### src/rtl/rpn_digit_entry.sv
// Operand entry for the 8-bit RPN calculator: accumulates dec/hex/oct keystrokes
// into a binary operand, flags bad digits and overflow, and hands it to the stack.
module rpn_digit_entry #(
    parameter int MAX_DEC = 3,
    parameter int MAX_HEX = 2,
    parameter int MAX_OCT = 3
) (
    input  logic       Clock,
    input  logic       Reset,
    input  logic [1:0] Base,
    input  logic [3:0] Digito,
    input  logic       DigitoValido,
    input  logic       Enter,
    input  logic       Limpar,
    output logic [7:0] Operando,
    output logic       OperandoValido,
    output logic [7:0] Acumulado,
    output logic [1:0] NumDigitos,
    output logic       Erro
);

    typedef enum logic [1:0] {VAZIO, ENTRADA, ERRO} state_t;

    state_t      state;
    logic [1:0]  base_q;
    logic [4:0]  radix_use;
    logic [11:0] next_val;
    logic        digit_ok;
    logic        at_max;

    function automatic logic [4:0] radix_of(input logic [1:0] b);
        case (b)
            2'b01:   return 5'd16;
            2'b10:   return 5'd8;
            default: return 5'd10;
        endcase
    endfunction

    function automatic logic [1:0] max_of(input logic [1:0] b);
        case (b)
            2'b01:   return 2'(MAX_HEX);
            2'b10:   return 2'(MAX_OCT);
            default: return 2'(MAX_DEC);
        endcase
    endfunction

    // The first digit of an entry is judged against the live Base switch;
    // later digits against the base latched with that first digit.
    always_comb begin
        // NOTE: every combinational output gets a value on every path, so no latch is inferred.
        radix_use = (state == ENTRADA) ? radix_of(base_q) : radix_of(Base);
        digit_ok  = ({1'b0, Digito} < radix_use);
        next_val  = 12'(Acumulado) * 12'(radix_use) + 12'(Digito);
        at_max    = (NumDigitos == max_of(base_q));
    end

    always_ff @(posedge Clock) begin
        if (Reset) begin
            // NOTE: non-blocking assignments for all registered state avoid read/write races between blocks.
            state          <= VAZIO;
            base_q         <= 2'b00;
            Operando       <= 8'd0;
            OperandoValido <= 1'b0;
            Acumulado      <= 8'd0;
            NumDigitos     <= 2'd0;
            Erro           <= 1'b0;
        end else begin
            OperandoValido <= 1'b0;
            case (state)
                VAZIO: begin
                    if (!Limpar && !Enter && DigitoValido) begin
                        if (digit_ok) begin
                            Acumulado  <= {4'd0, Digito};
                            NumDigitos <= 2'd1;
                            base_q     <= Base;
                            state      <= ENTRADA;
                        end else begin
                            state <= ERRO;
                            Erro  <= 1'b1;
                        end
                    end
                end
                ENTRADA: begin
                    if (Limpar) begin
                        Acumulado  <= 8'd0;
                        NumDigitos <= 2'd0;
                        state      <= VAZIO;
                    end else if (Enter) begin
                        Operando       <= Acumulado;
                        OperandoValido <= 1'b1;
                        Acumulado      <= 8'd0;
                        NumDigitos     <= 2'd0;
                        state          <= VAZIO;
                    end else if (DigitoValido) begin
                        if (!digit_ok || (!at_max && next_val > 12'd255)) begin
                            state <= ERRO;
                            Erro  <= 1'b1;
                        end else if (!at_max) begin
                            Acumulado  <= next_val[7:0];
                            NumDigitos <= NumDigitos + 2'd1;
                        end
                    end
                end
                ERRO: begin
                    if (Limpar) begin
                        Acumulado  <= 8'd0;
                        NumDigitos <= 2'd0;
                        Erro       <= 1'b0;
                        state      <= VAZIO;
                    end
                end
                default: state <= VAZIO;
            endcase
        end
    end

endmodule
### config.mk
export PLATFORM = sky130hd
export DESIGN_NAME = rpn_digit_entry
export DESIGN_NICKNAME = d
export VERILOG_FILES = /design/src/rtl/rpn_digit_entry.sv
export SDC_FILE = /design/constraint.sdc
export NUM_CORES = 1
export LEC_CHECK = 0
export ABC_CLOCK_PERIOD_IN_PS = 5000
export CAP_MARGIN = 15
export CORE_ASPECT_RATIO = 1.25
export CORE_MARGIN = 2
export CORE_UTILIZATION = 50
export CTS_CLUSTER_DIAMETER = 120
export DETAILED_ROUTE_END_ITERATION = 16
export GPL_ROUTABILITY_DRIVEN = 0
export GPL_TIMING_DRIVEN = 0
export PLACE_DENSITY_LB_ADDON = 0.3
export SLEW_MARGIN = 10
export SYNTH_ARGS = -nofsm -noshare
export SYNTH_HDL_FRONTEND = slang
export SYNTH_SLANG_ARGS = --single-unit
### constraint.sdc
create_clock -name Clock -period 5 [get_ports Clock]
set_input_delay 1.25 -clock Clock [delete_from_list [all_inputs] [get_ports Clock]]
set_output_delay 1.25 -clock Clock [all_outputs]
set_load 0.03 [all_outputs]
Yosys cells after proc, flatten, opt, wreduce, memory -nomap -nowiden:

Index checks and enable logic that the tools add are counted.

* add/sub/neg operators: 2
* multipliers: 1
* divide/modulo/power cells: 0
* $lt $le $gt $ge: 2
* equality and inequality tests: 19
* shift-type cells: 0
* multiplexer cells: 38
* bitwise gates (word level): 2
* reduce and logical (&&, ||, !) cells: 16

Operators by type and width (count)
* two-way mux 8 bit: 8
* two-way mux 2 bit: 14
* one-hot mux 8 bit (3 select lines): 1
* one-hot mux 5 bit (2 select lines): 2
* != test 2 bit (second input constant): 7
* adder 12 x 4 -> 12 bit: 1
* > comparator 12 x 8 -> 1 bit (second input constant): 1
* multiplier 8 x 5 -> 12 bit: 1
* != test 4 bit (second input constant): 3
* one-hot mux 2 bit (3 select lines): 2
* two-way mux 1 bit: 9
* AND reduction 8 bit: 1
* AND reduction 7 bit: 1
* == test 2 x 1 -> 1 bit (second input constant): 3
* == test 2 bit (second input constant): 3
* AND reduction 3 bit: 2
* less-than comparator 4 x 5 -> 1 bit: 1
* two-way mux 5 bit: 1
* logical NOT 1 bit: 4
* != test 4 x 3 -> 1 bit (second input constant): 1
* AND reduction 4 bit: 1
* logical AND 1 bit: 3
* one-hot mux 1 bit (3 select lines): 1
* nonzero test 3 bit: 1
* 7 further kinds: 8

* bits in registers: 24
* latch bits: 0
* RAM bits: 0
* bits in read-only memories: 0
* input bits: 11
* memories kept: 0

Longest topological paths before layout:

Gate-level depths: netlist (run 1).

* word-level depth: 13
* depth in mapped cells: 20
* depth with buffers taken out: 17

Least setup slack after synthesis (run 1):

Ideal clock, no wire load.

* path kind: input port to flip-flop
* start point: in Base[1]
* end point: reg state[0]
* library setup time: 121 ps
* arrival time: 4897 ps
* required time: 4879 ps
* slack: -17 ps
* stages on the path: 16
* path through: inv_1 > ha_1 > mux2i_2 > nor2b_1 > ha_1 > ha_1 > fa_1 > inv_1 > fa_1 > nor2b_1 > o2111ai_1 > a32oi_1 > xnor2_1 > nand3_1 > a41oi_2 > mux2_2

* longest elaborated chain between the ends: 10
* elaborated cells between the ends (all ways): 16
* those cells by class: 1 x add/sub; 1 x mul; 2 x order compare; 3 x eq/ne; 5 x mux; 4 x reduce/logical

Ends and longest elaborated chain
* start: declaration: RTL line 10 `input logic [1:0] Base,`
* == test 2 bit / == test 2 x 1 -> 1 bit (equally long branches): RTL line 32 `case (b)`
* one-hot mux 5 bit (2 select lines) (*): RTL line 32
* two-way mux 5 bit (*): RTL line 51 `radix_use = (state == ENTRADA) ? radix_of(base_q) : radix_of(Base);`
* multiplier 8 x 5 -> 12 bit: RTL line 53 `next_val = 12'(Acumulado) * 12'(radix_use) + 12'(Digito);`
* adder 12 x 4 -> 12 bit: RTL line 53
* > comparator 12 x 8 -> 1 bit: RTL line 95 `if (!digit_ok || (!at_max && next_val > 12'd255)) begin`
* logical AND 1 bit: RTL line 95
* logical OR 1 bit: RTL line 95
* != test 4 x 3 -> 1 bit (no line)
* AND reduction 4 bit (no line)
* end signal: assignment: RTL line 93 `state <= VAZIO;`
* end signal: assignment: RTL line 96 `state <= ERRO;`
* end signal: assignment: RTL line 109 `state <= VAZIO;`
* end: declaration: RTL line 24 `state_t state;`

Every way passes the cells marked *; elsewhere a longest branch is shown, timed or not. The select of a mux whose other input is x is not followed.
A chain may end at the register's enable or synchronous reset.

Final worst setup path (run 1):

Same ends and word-level chain as after synthesis.

==> metrics.cfg, run 1 <==
[status]
status=finished clean

[global_routing]
grt_pass1_wl_um=9790
antenna_found_initial=0
grt_start_max_net_pins=15
track_usage=0.236
overflow=0
grt_pass1_vias=2126

[sta]
slew_violations=0
hold_viol=0
final-setup-viol-count=0
fin_worst_skew_ps=10.6
period_share=0.996
setup_slack_ps=21.3
period_minus_slack_ps=4980
relSlewSlack=0.589
worstMarginPinSlew_ps=617
fmax_mhz=201

[critical_path]
path_class=in2reg
arrival_ps=5160
rr_endpoint=state[0]
crit_path_max_fanout=5
cp-end-kind=register
startpoint=Base[1]
r2r_slack_ps=560
endpoint=state[0]
reg2regPathDepth=19
cp.required_ps=5180
startpoint_type=input port
r2r-start=state[1]

[place]
dpl.cell_count=366
dp_slack_ps=-1060
port_buffers=29
place_hpwl_um=4170

[logic_synthesis]
synth_top_cell_by_area=ha_1
seq_area_frac_synth=0.203
yosys_warnings=0
synth_top_area_share=0.207
syn_area_um2=2360
synth_enable_flop_cells=0
synth_ff_type=dfxtp_1
synthTopCellsByArea=ha_1 (21%), dfxtp_1 (20%), fa_1 (5.1%)
netlist_instances=279
ys_ff_latch=24
async_flop_share=0
syn_avg_cell_area_um2=8.46
synth.net_count=335
synth_cell_type_count=52

[floorplan]
start_util=0.529
die_x_um=65.5
dieArea_um2=5290
fp.coreArea_um2=4460
rows=27
io_pins=31
fp.dieH_um=80.8

[cts]
cts_buffer_depth=2
cts.sinks=24
ctsHoldBuffers=0
clock_latency_ps=280
cts-root-buf=clkbuf_8
cts_tree=built
clkTransAtPathRegs_ps=90
cts_inserted_buffers=3
ctsHtreeMaxLevel=1

[pwr]
power_uw=1170
power_density_nw_per_um2=360
ir_drop_mv=0.260
p_leak_uw=0.00140

[cells_and_area]
layout-drive-gt1-share=0.226
fin_nets=393
final-instance-count-excl-fill=394
fill_cells=351
multiInputGateArea_um2=1980
area_growth_pct=37.3
final_common_cell=clkdlybuf4s50_1
layout_common_cells=clkdlybuf4s50_1 (27), ha_1 (26), nor2_1 (25), dfxtp_1 (24)
regArea_um2=480
diodes=0

[detailed_routing]
drcViolationCount=0
ant_nets=0
routed_wl_um=6290
drt-initial-drc-count=164
vias=2249
vias_per_cell=5.71
wl_per_cell_um=16.0
dr.pass1.iters=4

[worst_hold_path]
hold_path.class=reg2reg

[job]
max-cap-violations=0

per-stage QoR:
stage	cell area (um2)	hold WS (ps)	utilization	TNS (ps)
floorplan	2370	454	-	0
global placement	2730	471	0.613	-10620
detailed placement	2730	485	0.613	-11250
CTS	3100	508	0.695	0
global route	3240	523	0.727	-149
finish	3240	502	0.727	0
worst min path at each step:
stage | start | end | depth (start not counted)
2_1_floorplan | base_q[1] | base_q[1] | 2
3_3_place_gp | base_q[1] | base_q[1] | 2
3_5_place_dp | Operando[2] | Operando[2] | 2
4_1_cts | Operando[2] | Operando[2] | 2
5_1_grt | Operando[2] | Operando[2] | 2
6_report | Operando[5] | Operando[5] | 2
power by group:
group / switching, uW / leakage, uW / total (uW) / internal [uW]
Sequential: 33.9 / 0.000195 / 254 / 220
Combinational: 407 / 0.00117 / 736 / 329
Clock: 67.7 / 0.0000357 / 175 / 107
cells in the mapped netlist, types with 2 or more instances:
master and instances:
clkbuf_1 6, dfxtp_1 24, inv_1 25, a211oi_1 3, fa_1 6, and2_1 10, xor2_1 2, nor2b_1 16
mux2i_1 10, a32oi_1 2, o21ai_0 7, xnor2_1 4, a22oi_1 2, nand3_1 14, o22ai_1 2, nand2b_1 4
o211ai_1 2, nand4_1 2, a21oi_1 17, o21a_1 2, nand2_1 13, nor3_1 11, nor2_1 25, ha_1 39
buf_2 4
sequential cells by signal, summed over array words and instances (netlist names):
| register | count |
|---|---|
| Acumulado | 8 |
| Operando | 8 |
| NumDigitos | 2 |
| base_q | 2 |
| state | 2 |
| Erro | 1 |
| OperandoValido | 1 |
critical path: stages:
cell           delay, ps
dlygate4sd2_1        200
inv_2                 60
ha_4                 160
mux2i_4              220
buf_6                150
buf_4                130
nor2b_1               50
ha_1                 290
fa_1                 580
ha_4                 210
ha_4                 290
buf_6                110
nand2_1               60
a22oi_2              180
o21ai_2              100
nor4_4               380
nand3_4              140
a41oi_4              260
mux2_4               320
kinds of logic after synthesis:
logic type | count (synthesis) | share of synthesized area
AOI/OAI and AO/OA | 51 | 0.155
xor gates and xnor gates | 6 | 0.0223
adders and majority gates | 45 | 0.258
buffers and inverters | 37 | 0.0641
DFF | 24 | 0.203
muxes | 13 | 0.0625
and+or+nand+nor | 103 | 0.235
metal layers:
layer,part of all wire,track usage,vias to the layer above
met3,0.040,0.0291,13
met4,0.027,0.0854,0
met5,0,0,-
met2,0.53,0.436,67
li1,-,-,1090
met1,0.40,0.277,1079
area by class of cell:
cell class              count  share of cell area
plain buffers              12              0.0193
clock buffers               3              0.0127
clock inverters             1             0.00927
inverters                  25              0.0290
multi-input cells         218               0.612
flip-flops and latches     24               0.148
well taps                  58              0.0224
repair buffers             53               0.147
what timing repair did:
item                                   in CTS  in global routing
buffers inserted                           17                  7
pin swaps                                  17                 15
setup endpoints to repair                  13                 10
endpoints found under the hold margin       0                  0
gates resized for setup                    35                 17
gates cloned                                0                  0
No activity file was read; power rests on OpenSTA's default activity.
==> inputs of run 2 (changes only) <==
- CORE_ASPECT_RATIO: 1.25 -> default
==> run 2 against run 1 <==
  * Worst setup slack gained 120 ps
  * Register-to-register slack better by 140 ps
  * Highest routed layer unchanged
  * Sequential share of layout area increased by 0.38 points
  * Cell area fell by 2.5%
  * Largest power group unchanged
  * Clock-buffer cell count rose by 1
  * Sequential power is essentially flat
  * Power down 3.3%
==> metrics.cfg, run 2 (synthesis results as in run 1) <==
[critical_path]
path_delay_family=adder cells
cp_slowest_stage_delay_ps=420
crit_path_max_fanout=10
critical_path.cell_chain=dlygate4sd2_1, inv_2, ha_4, mux2i_4, nor2b_1, ha_1, ha_1, ha_1, ha_2, inv_1, fa_2, nor2b_4, o2111ai_2, a32oi_2, xnor2_2, nand3_1, buf_4, a21oi_1, nor3_1
startpoint_type=input port
cp-end-kind=register
crit_buf_inv=4
cpMostUsedCell=ha_1
slowest_stage=fa_2
arrival_ps=5010
path_class=in2reg
cp.required_ps=5150
startpoint=Base[1]
r2r-start=state[1]

[cts]
cts_tree=built
cts_inserted_buffers=3
cts_buffer_depth=2
cts.sinks=24
cts-root-buf=clkbuf_8
clkTransAtPathRegs_ps=90
clock_latency_ps=270
ctsHtreeMaxLevel=1
ctsHoldBuffers=0

[place]
dpl.cell_count=360
port_buffers=29
place_hpwl_um=4020
dp_slack_ps=-1120

[floorplan]
io_pins=31
fp.dieH_um=72.7
dieArea_um2=5290
die_x_um=72.7
rows=24
fp.coreArea_um2=4440
start_util=0.531

[sta]
fmax_mhz=206
setup_slack_ps=140
period_minus_slack_ps=4860
period_share=0.972
rsz0062_at_grt=no
relSlewSlack=0.521
final-setup-viol-count=0
worstMarginPinSlew_ps=719
fin_worst_skew_ps=1.61
hold_viol=0
slew_violations=0

[cells_and_area]
layout-drive-gt1-share=0.211
top_regs=Acumulado (8), Operando (8)
multiInputGateArea_um2=1960
diodes=0
fill_cells=360
area_growth_pct=33.9
final-instance-count-excl-fill=384
regArea_um2=480
layout_common_cells=ha_1 (27), clkdlybuf4s50_1 (27), nor2_1 (25), dfxtp_1 (24), inv_1 (22)
fin_util=0.711
fin_nets=389

[pwr]
p_leak_uw=0.00137
ir_drop_mv=0.304
power_density_nw_per_um2=357

[job]
max-cap-violations=0

[global_routing]
overflow=0
grt_start_max_net_pins=14
grt_pass1_vias=2199
antenna_found_initial=0
track_usage=0.243
grt_pass1_wl_um=10200

[worst_hold_path]
hold_start=base_q[1]
hold_path.class=reg2reg

[detailed_routing]
dr.pass1.iters=4
wl_per_cell_um=15.6
drcViolationCount=0
drt-initial-drc-count=87
vias_per_cell=5.74
vias=2204
routed_wl_um=6010
ant_nets=0

[status]
status=finished clean

-- run 2: worst min-delay path: stages, from the launching register on --
cell     delay [ps]
dfxtp_1         340
a21oi_1          60
nor2_1           70
-- run 2: final cells by class --
type                            count  area share
Multi-Input combinational cell    218       0.620
Sequential cell                    24       0.152
Timing Repair Buffer               49       0.141
Inverter                           25      0.0297
Tap cell                           52      0.0206
Buffer                             12      0.0198
Clock buffer                        4      0.0174
-- run 2: metal layers --
| layer | vias up | wire [um] | share of wire | global-route usage |
|---|---|---|---|---|
| met2 | 62 | 3030 | 0.50 | 0.434 |
| met4 | 0 | 159 | 0.026 | 0.0720 |
| met3 | 18 | 242 | 0.040 | 0.0331 |
| met5 | - | 0 | 0 | 0 |
| li1 | 1082 | - | - | - |
| met1 | 1042 | 2580 | 0.43 | 0.303 |
-- run 2: through the flow --
| stage | setup TNS [ps] | power (uW) | cell area (um2) | hold WS [ps] |
|---|---|---|---|---|
| 2_1_floorplan | 0 | 706 | 2370 | 454 |
| 3_5_place_dp | -12050 | 858 | 2730 | 478 |
| 5_1_grt | 0 | 1210 | 3160 | 528 |
| 4_1_cts | 0 | 1090 | 3130 | 501 |
| 3_3_place_gp | -11010 | 846 | 2730 | 472 |
| 6_report | 0 | 1130 | 3160 | 496 |
-- run 2: final timing paths --
| path | endpoint | depth (start not counted) | slack [ps] |
|---|---|---|---|
| worst min-delay path | base_q[1] | 2 | 500 |
| worst max-delay path | Acumulado[1] | 19 | 140 |
| worst min register to register | base_q[1] | 2 | 500 |
| worst max register to register | Acumulado[1] | 19 | 700 |
-- run 2: timing repair --
| item | in CTS | in global routing |
|---|---|---|
| setup endpoints to repair | 13 | 11 |
| setup buffers | 18 | 2 |
| resized for setup | 40 | 6 |
| pin swaps | 27 | 2 |
-- run 2: power breakdown --
part	total [uW]	internal [uW]	switching (uW)
registers	253	220	32.7
clock network	138	70.4	67.1
logic	736	335	401
==> inputs of run 3 (changes only) <==
- ABC_CLOCK_PERIOD_IN_PS: 5000 -> 4900
- clock period: 5 -> 4.9 ns (I/O delays scaled with it)
==> run 3 against run 2 <==
  * Non-clock buffer count is 2 lower
  * Utilization grew 2.2 points
  * First-iteration DRC count rose by 60%
  * Cell count down 0.52%
  * Cell area grew 3.1%
  * Via count is 3.2% higher
  * Global-route usage rose by 1.2 points
  * Critical path type unchanged
==> metrics.cfg, run 3 (synthesis results as in run 1) <==
[place]
placed_cell_area_um2=2750
port_buffers=29
dpl.cell_count=360
place_hpwl_um=4130

[cells_and_area]
final_common_cell=clkdlybuf4s50_1
diodes=0
layout_common_cells=clkdlybuf4s50_1 (27), nor2_1 (25), dfxtp_1 (24), ha_1 (23), inv_1 (20)
design_area_um2=3260
fill_cells=365
fin_nets=387
final-instance-count-excl-fill=382
fin_util=0.733
top_regs=Acumulado (8), Operando (8)
area_growth_pct=38.0
layout-drive-gt1-share=0.261

[pwr]
p_leak_uw=0.00137
ir_drop_mv=0.333
power_uw=1250
power_density_nw_per_um2=384

[sta]
fmax_mhz=210
relSlewSlack=0.543
fin_worst_skew_ps=4.62
worstMarginPinSlew_ps=686
slew_violations=0
period_share=0.971
hold_viol=0
finalSetupTns_ps=0
period_minus_slack_ps=4760
rsz0062_at_grt=no
final-setup-viol-count=0

[critical_path]
reg2regPathDepth=19
path_class=in2reg
cp.required_ps=5070
cp-end-kind=register
r2r-start=state[1]
startpoint_type=input port
arrival_ps=4930
crit_path_max_fanout=6
r2r_slack_ps=500
rr_endpoint=state[0]

[detailed_routing]
vias=2275
vias_per_cell=5.96
ant_nets=0
routed_wl_um=6680
dr.pass1.iters=5
drt-initial-drc-count=139
wl_per_cell_um=17.5
drcViolationCount=0

[global_routing]
grt_pass1_vias=2286
track_usage=0.255
grt_start_max_net_pins=15
overflow=0
antenna_found_initial=0
grt_pass1_wl_um=10600

[cts]
ctsHoldBuffers=0
ctsHtreeMaxLevel=1
cts-root-buf=clkbuf_8
cts_inserted_buffers=3
cts_tree=built
cts.sinks=24
clock_latency_ps=270
clkTransAtPathRegs_ps=90
cts_buffer_depth=2

[floorplan]
fp.coreArea_um2=4440
start_util=0.531
die_x_um=72.7
dieArea_um2=5290
fp.dieH_um=72.7
rows=24
io_pins=31

[status]
status=finished clean

[worst_hold_path]
whs_endpoint=base_q[1]
hold_depth=2
hold_path.class=reg2reg
hold_start=base_q[1]

[job]
max-cap-violations=0

==> run 3: critical path: stages <==
cell	delay [ps]
buf_2	140
ha_4	170
mux2i_4	190
buf_6	170
nor2b_1	60
ha_1	290
inv_1	50
fa_1	530
inv_2	50
ha_4	240
ha_4	290
a211oi_4	60
or2_2	300
a32oi_2	260
xnor2_2	210
nand3_2	170
a41oi_2	210
mux2_4	320
==> run 3: routing by layer <==
layer	GRT usage	up-vias	part of all wire
met5	0	-	0
met4	0.0514	0	0.018
met3	0.0304	20	0.057
met2	0.479	86	0.53
met1	0.311	1087	0.40
li1	-	1082	-
==> run 3: cell type report <==
type | instances | area, um2 | area share
clock inverters | 1 | 30.0 | 0.00922
well taps | 52 | 65.1 | 0.0200
repair buffers | 47 | 427 | 0.131
plain buffers | 12 | 68.8 | 0.0211
inverters | 25 | 93.8 | 0.0288
flip-flops and latches | 24 | 480 | 0.147
multi-input cells | 218 | 2050 | 0.630
clock buffers | 3 | 41.3 | 0.0127
==> run 3: how the worst max path moves through the flow <==
stage	startpoint	to	slack, ps	cells after the start
2_1_floorplan	Base[1]	state[0]	20	16
3_3_place_gp	Base[1]	state[0]	-860	17
3_5_place_dp	Base[1]	state[0]	-990	17
4_1_cts	Base[1]	state[0]	10	19
5_1_grt	Base[1]	Acumulado[6]	2	21
6_report	Base[0]	state[0]	140	18
==> run 3: report_power, final <==
| part | leakage [uW] | switching (uW) | internal [uW] | total (uW) |
|---|---|---|---|---|
| Sequential | 0.000195 | 35.7 | 225 | 261 |
| Combinational | 0.00114 | 434 | 378 | 812 |
| Clock | 0.0000357 | 68.5 | 109 | 178 |
| Total | 0.00137 | 538 | 712 | 1250 |
==> run 3: what timing repair did <==
item | in CTS | in global routing
pin swaps | 19 | 30
gates cloned | 0 | 1
setup endpoints to repair | 13 | 12
buffers inserted | 16 | 1
gates resized for setup | 33 | 34
==> run 3: metrics by stage <==
step           hold slack, ps  setup slack [ps]
2_1_floorplan             454              21.0
3_3_place_gp              472              -861
3_5_place_dp              475              -993
4_1_cts                   499              12.6
5_1_grt                   525              2.42
6_report                  493               140
